<file path="config.mk">
export PLATFORM = sky130hd
export DESIGN_NAME = mcs4_timing_gen
export DESIGN_NICKNAME = d
export VERILOG_FILES = /design/src/rtl/mcs4_pkg.sv /design/src/rtl/mcs4_phase_det.sv /design/src/rtl/mcs4_timing_gen.sv
export SDC_FILE = /design/constraint.sdc
export NUM_CORES = 1
export LEC_CHECK = 0
export CAP_MARGIN = 40
export CELL_PAD_IN_SITES_DETAIL_PLACEMENT = 1
export CELL_PAD_IN_SITES_GLOBAL_PLACEMENT = 1
export CORE_MARGIN = 5
export CORE_UTILIZATION = 36
export CTS_BUF_LIST = sky130_fd_sc_hd__clkbuf_8
export DETAILED_ROUTE_END_ITERATION = 8
export PLACE_DENSITY = 0.74
export SLEW_MARGIN = 15
export SYNTH_ARGS = -nofsm -noshare
export SYNTH_HDL_FRONTEND = slang
export SYNTH_HIERARCHICAL = 1
export SYNTH_SLANG_ARGS = --single-unit
</file>
<file path="constraint.sdc">
create_clock -name clk_i -period 1.5 [get_ports clk_i]
set_input_delay 0.15 -clock clk_i [delete_from_list [all_inputs] [get_ports clk_i]]
set_output_delay 0.15 -clock clk_i [all_outputs]
set_load 0.005 [all_outputs]
</file>
<file path="src/rtl/mcs4_pkg.sv">
// mcs4_pkg
//   Shared definitions for the MCS-4 instruction-cycle timing generator:
//   subcycle encoding, PHI timing constants and the subcycle successor.
package mcs4_pkg;

    typedef enum logic [2:0] {
        A1 = 3'd0,
        A2 = 3'd1,
        A3 = 3'd2,
        M1 = 3'd3,
        M2 = 3'd4,
        X1 = 3'd5,
        X2 = 3'd6,
        X3 = 3'd7
    } subcycle_e;

    localparam int PHI_PERIOD = 7;
    localparam int SUBCYCLES  = 8;

    // X3 + 1 wraps to A1 in three bits, so the encoding itself gives the order.
    function automatic subcycle_e next_cycle(input subcycle_e c);
        return subcycle_e'(3'(c + 3'd1));
    endfunction

endpackage

</file>
<file path="src/rtl/mcs4_phase_det.sv">
// mcs4_phase_det
//   Watches the active-low two-phase clock pair coming from the clock
//   generator. Produces a one-clk advance pulse at the end of every PHI2 low
//   pulse and flags PHI1/PHI2 overlap.
// Ports
//   clk_i    in   main clock
//   rst_ni   in   async active-low reset
//   PHI1_i   in   phase-1 clock, active low
//   PHI2_i   in   phase-2 clock, active low
//   advance  out  1 while PHI2_i is high and was low on the previous clk
//   overlap  out  1 while PHI1_i and PHI2_i are both low
module mcs4_phase_det (
    input  logic clk_i,
    input  logic rst_ni,
    input  logic PHI1_i,
    input  logic PHI2_i,
    output logic advance,
    output logic overlap
);

    logic phi2_q;

    // Reset to high so a PHI2 that is already high at reset release does not
    // look like a rising edge.
    always_ff @(posedge clk_i or negedge rst_ni) begin
        if (!rst_ni) begin
            phi2_q <= 1'b1;
        end else begin
            phi2_q <= PHI2_i;
        end
    end

    assign advance = PHI2_i & ~phi2_q;
    assign overlap = ~PHI1_i & ~PHI2_i;

endmodule

</file>
<file path="src/rtl/mcs4_timing_gen.sv">
// mcs4_timing_gen
//   Instruction-cycle timing generator for the MCS-4 core. Steps through the
//   eight subcycles once per PHI2 pulse and drives SYNC, the subcycle code,
//   step/instruction strobes and an instruction-cycle counter.
//   Optional feature macro: MCS4_SYNC_SLAVE_EN -- adds SYNC_i; an external
//   SYNC low at an advance forces the next subcycle to A1.
// Ports
//   clk_i       in   main clock
//   rst_ni      in   async active-low reset
//   PHI1_i      in   phase-1 clock, active low (overlap check only)
//   PHI2_i      in   phase-2 clock, active low (stepping)
//   SYNC_i      in   external SYNC, active low (MCS4_SYNC_SLAVE_EN only)
//   SYNC_o      out  active-low SYNC, low for the whole of X3
//   cycle_o     out  current subcycle code
//   valid_o     out  1 once the first subcycle has started after reset
//   step_o      out  1-clk pulse on every subcycle advance
//   inst_stb_o  out  1-clk pulse on entry to A1
//   icnt_o      out  count of A1 entries after the first one
//   err_o       out  sticky PHI overlap / SYNC misalignment flag
//
// State | meaning
// A1    | address phase 1 (instruction cycle start)
// A2    | address phase 2
// A3    | address phase 3
// M1    | memory phase 1
// M2    | memory phase 2
// X1    | execute phase 1
// X2    | execute phase 2
// X3    | execute phase 3, SYNC low; also the idle state after reset
module mcs4_timing_gen
    import mcs4_pkg::*;
#(
    parameter int CNT_W = 16
) (
    input  logic             clk_i,
    input  logic             rst_ni,
    input  logic             PHI1_i,
    input  logic             PHI2_i,
`ifdef MCS4_SYNC_SLAVE_EN
    input  logic             SYNC_i,
`endif
    output logic             SYNC_o,
    output logic [2:0]       cycle_o,
    output logic             valid_o,
    output logic             step_o,
    output logic             inst_stb_o,
    output logic [CNT_W-1:0] icnt_o,
    output logic             err_o
);

    logic             advance;
    logic             overlap;

    subcycle_e        cycle_q, cycle_d;
    logic             valid_d;
    logic             step_d;
    logic             stb_d;
    logic [CNT_W-1:0] icnt_d;
    logic             err_d;
    logic             sync_d;

    mcs4_phase_det u_phase_det (
        .clk_i   (clk_i),
        .rst_ni  (rst_ni),
        .PHI1_i  (PHI1_i),
        .PHI2_i  (PHI2_i),
        .advance (advance),
        .overlap (overlap)
    );

`ifdef MCS4_SYNC_SLAVE_EN
    logic sync_q;

    always_ff @(posedge clk_i or negedge rst_ni) begin
        if (!rst_ni) begin
            sync_q <= 1'b1;
        end else begin
            sync_q <= SYNC_i;
        end
    end
`endif

    always_ff @(posedge clk_i or negedge rst_ni) begin
        if (!rst_ni) begin
            cycle_q    <= X3;
            valid_o    <= 1'b0;
            SYNC_o     <= 1'b1;
            step_o     <= 1'b0;
            inst_stb_o <= 1'b0;
            icnt_o     <= '0;
            err_o      <= 1'b0;
        end else begin
            cycle_q    <= cycle_d;
            valid_o    <= valid_d;
            SYNC_o     <= sync_d;
            step_o     <= step_d;
            inst_stb_o <= stb_d;
            icnt_o     <= icnt_d;
            err_o      <= err_d;
        end
    end

    always_comb begin
        cycle_d = cycle_q;
        valid_d = valid_o;
        step_d  = 1'b0;
        stb_d   = 1'b0;
        icnt_d  = icnt_o;
        err_d   = err_o | overlap;

        if (advance) begin
            cycle_d = next_cycle(cycle_q);
`ifdef MCS4_SYNC_SLAVE_EN
            if (!sync_q) begin
                cycle_d = A1;
                if (cycle_q != X3) begin
                    err_d = 1'b1;
                end
            end
`endif
            valid_d = 1'b1;
            step_d  = 1'b1;
            if (cycle_d == A1) begin
                stb_d = 1'b1;
                // The X3->A1 move out of reset starts the first cycle; it is
                // not a completed one, so it is not counted.
                if (valid_o) begin
                    icnt_d = icnt_o + CNT_W'(1);
                end
            end
        end

        sync_d = ~(valid_d && (cycle_d == X3));
    end

    assign cycle_o = cycle_q;

endmodule

</file>
==> run metrics, run 1 <==
outcome=complete, but fails checks; failing checks=setup timing; setup violators final=12; n_diodes=0; pwr dens=1336 mW/mm²; sequential share of the synthesized area=0.5655; Worst Setup Start Kind=register; Core Footprint=0.003003 mm²; Die ar.=0.004318 mm²; unrepaired setup endpoints after global routing=true; All-Layer GR Usage=0.1274; Slew @ Worst Pin=0.3359 ns; Worst Skew=0.007518 ns; worst-skew pair later-pin latency=between 0.2 and 0.3 ns; final-report hold violation count=0; Initial Util=0.3721; Pleak=approximately 0.73 nW; Rows=20; final worst path period need=between 1.5 and 2 ns; Synth async-reset ratio=1.000; vias in the first global route=roughly 900; routed vias/inst=4.878; Max Buffers Root-to-Sink=2; most numerous cell in the Yosys netlist=dfrtp_1; die width=~66 µm; initial DRC count=14; Worst Hold Class=in -> async; #FFs+latches synth=25; mapped cell area=roughly 0.0011 mm²; cts bufs inserted=3; YS warnings=6; clk sink count=25; fraction of layout cells with a size suffix above 1=0.3511; final WL=2.480 mm; syn_area_per_cell=12.84 µm²; fin cells=164; element type at the critical path end=register; Placed Area=0.001505 mm²; Final Instance Area=between 0.0015 and 0.002 mm²; WP data required=1.67 ns; first-pass GRT wire length=4.298 mm; TritonRoute pass-1 iters=4; vias=800; Die Y=65.71 µm; synth cell count leaders=dfrtp_1, xor2_1, nand2_1, xnor2_1; Synth cell types=22; WS Path Type=reg -> reg; layout overhead on the synthesized area=45.24%; Post-Syn Instances=87; CTS HTree Levels=1; Max Fanout on Critical Path=4; EDFF count, synth=0; number of nets in the layout=139; antenna violations before repair=0; hpwl dp=between 1.5 and 2 mm; Final Cycle Share=1.077; I/O Pins=28; Worst EP arrival=1.78 ns; f_max=between 600 and 700 MHz; top-area cell type share of the netlist area=0.4479; Placed Cells=between 150 and 200; Main synth FF type=dfrtp_1; worst setup margin=-0.1157 ns; ANT nets after route=0; Max-Slew Margin vs Limit=0.7755; maxcap violations=0; # port buffers=27; worst vdd ir=~0.76 mV; Placer Congestion=0.7634; max-slew violation count=0; clock tree from TritonCTS=yes; syn nets=94; DR DRC count=0; total power=about 2.2 mW; setup TNS=-0.7688 ns; CTS root buf=clkbuf_8; largest net degree at the start of global routing=26; clock transition at the registers of the reported paths=~0.1 ns; top cell type by total area after synthesis=dfrtp_1; top cells by area, synth=dfrtp_1, dfstp_2, xor2_1; Avg WL per Cell=15.12 µm; total gr overflow=0
[worst paths after layout]
check                                  startpoint                      endpoint  slack [ns]  depth (start not counted)
setup / recovery             cycle_o[1]$_DFF_PN1_         icnt_o[1]$_DFFE_PN0P_       -0.12                          5
hold / removal                             rst_ni        icnt_o[15]$_DFFE_PN0P_        0.23                          2
setup reg to reg             cycle_o[1]$_DFF_PN1_         icnt_o[1]$_DFFE_PN0P_       -0.12                          5
hold reg to reg            icnt_o[15]$_DFFE_PN0P_        icnt_o[15]$_DFFE_PN0P_        0.47                          1
max in group asynchronous                  rst_ni          cycle_o[2]$_DFF_PN1_        0.97                          2
min in group clk_i                         PHI2_i  u_phase_det/phi2_q$_DFF_PN1_        0.44                          2
[registers in the layout, indices dropped and copies added (netlist names)]
signal	flops
step_o	1
err_o	1
SYNC_o	1
u_phase_det/phi2_q	1
icnt_o	16
inst_stb_o	1
valid_o	1
cycle_o	3
[layout by cell type (no fill, tap or decap), drive strengths merged]
cell,n
nand2,11
inv,1
dfstp,5
xor2,11
nor3,6
or2,2
clkinv,1
and4,1
nand4,6
nor2b,1
clkbuf,3
mux2,2
dfrtp,20
clkdlybuf4s50,24
nand3,2
xnor2,7
ha,3
and3,4
dlygate4sd2,3
nor2,5
buf,13
[cell families after synthesis]
group	share of synthesized area
and+or+nand+nor	0.2262
DFF	0.5655
xor gates and xnor gates	0.1478
adders and majority gates	0.03360
muxes	0.02351
buffers and inverters	0.003356
[repair_timing]
action                     CTS  global route
hold buffers                 0             0
resized for setup            5             7
pin swaps                    2             6
setup endpoints to repair   15            15
setup buffers                3             3
[layout make-up]
cell class / count / area [µm²]
clock buffers: 3 / 41.29
repair buffers: 40 / 367.9
multi-input cells: 61 / 530.5
flip-flops and latches: 25 / 633.1
fillers: 329 / 1380
well taps: 33 / 41.29
clock inverters: 1 / 5.005
inverters: 1 / 3.754
[per-layer routing]
| layer | share of wire | global-route usage | wire, µm |
|---|---|---|---|
| met4 | 0 | 0.02332 | 0 |
| met1 | 0.44 | 0.1552 | 1102 |
| met5 | 0 | 0 | 0 |
| met3 | 0.055 | 0.03419 | 137 |
| met2 | 0.50 | 0.2253 | 1239 |
[through the flow]
| stage | setup WS, ns | utilization | hold WS [ns] |
|---|---|---|---|
| after floorplan | -0.07873 | - | -0.1456 |
| after global placement | -0.1343 | 0.5013 | 0.4513 |
| after detailed placement | -0.1773 | 0.5013 | 0.4576 |
| after CTS | -0.1245 | 0.5254 | 0.2422 |
| after global routing | -0.1770 | 0.5404 | 0.2585 |
| final | -0.1157 | 0.5404 | 0.2265 |
[critical path, stage by stage, from the launching register on]
cell	delay, ns
dfstp_2	0.58
ha_4	0.17
xnor2_4	0.14
and3_4	0.26
nand2_4	0.06
mux2_4	0.30
[report_power, final]
| group | switching (mW) | internal (mW) |
|---|---|---|
| clock network | 0.228 | 0.186 |
| logic | 0.334 | 0.504 |
| registers | 0.104 | 0.811 |
Note: power is estimated with default switching activity, not from simulation.
==> run 2: changes to the inputs <==
--- a/config.mk
+++ b/config.mk
@@ -5,7 +5,6 @@
 export SDC_FILE = /design/constraint.sdc
 export NUM_CORES = 1
 export LEC_CHECK = 0
-export CAP_MARGIN = 40
 export CELL_PAD_IN_SITES_DETAIL_PLACEMENT = 1
 export CELL_PAD_IN_SITES_GLOBAL_PLACEMENT = 1
 export CORE_MARGIN = 5
==> results of run 2 <==
The final DEF is identical to that of run 1; final timing and power are the same.
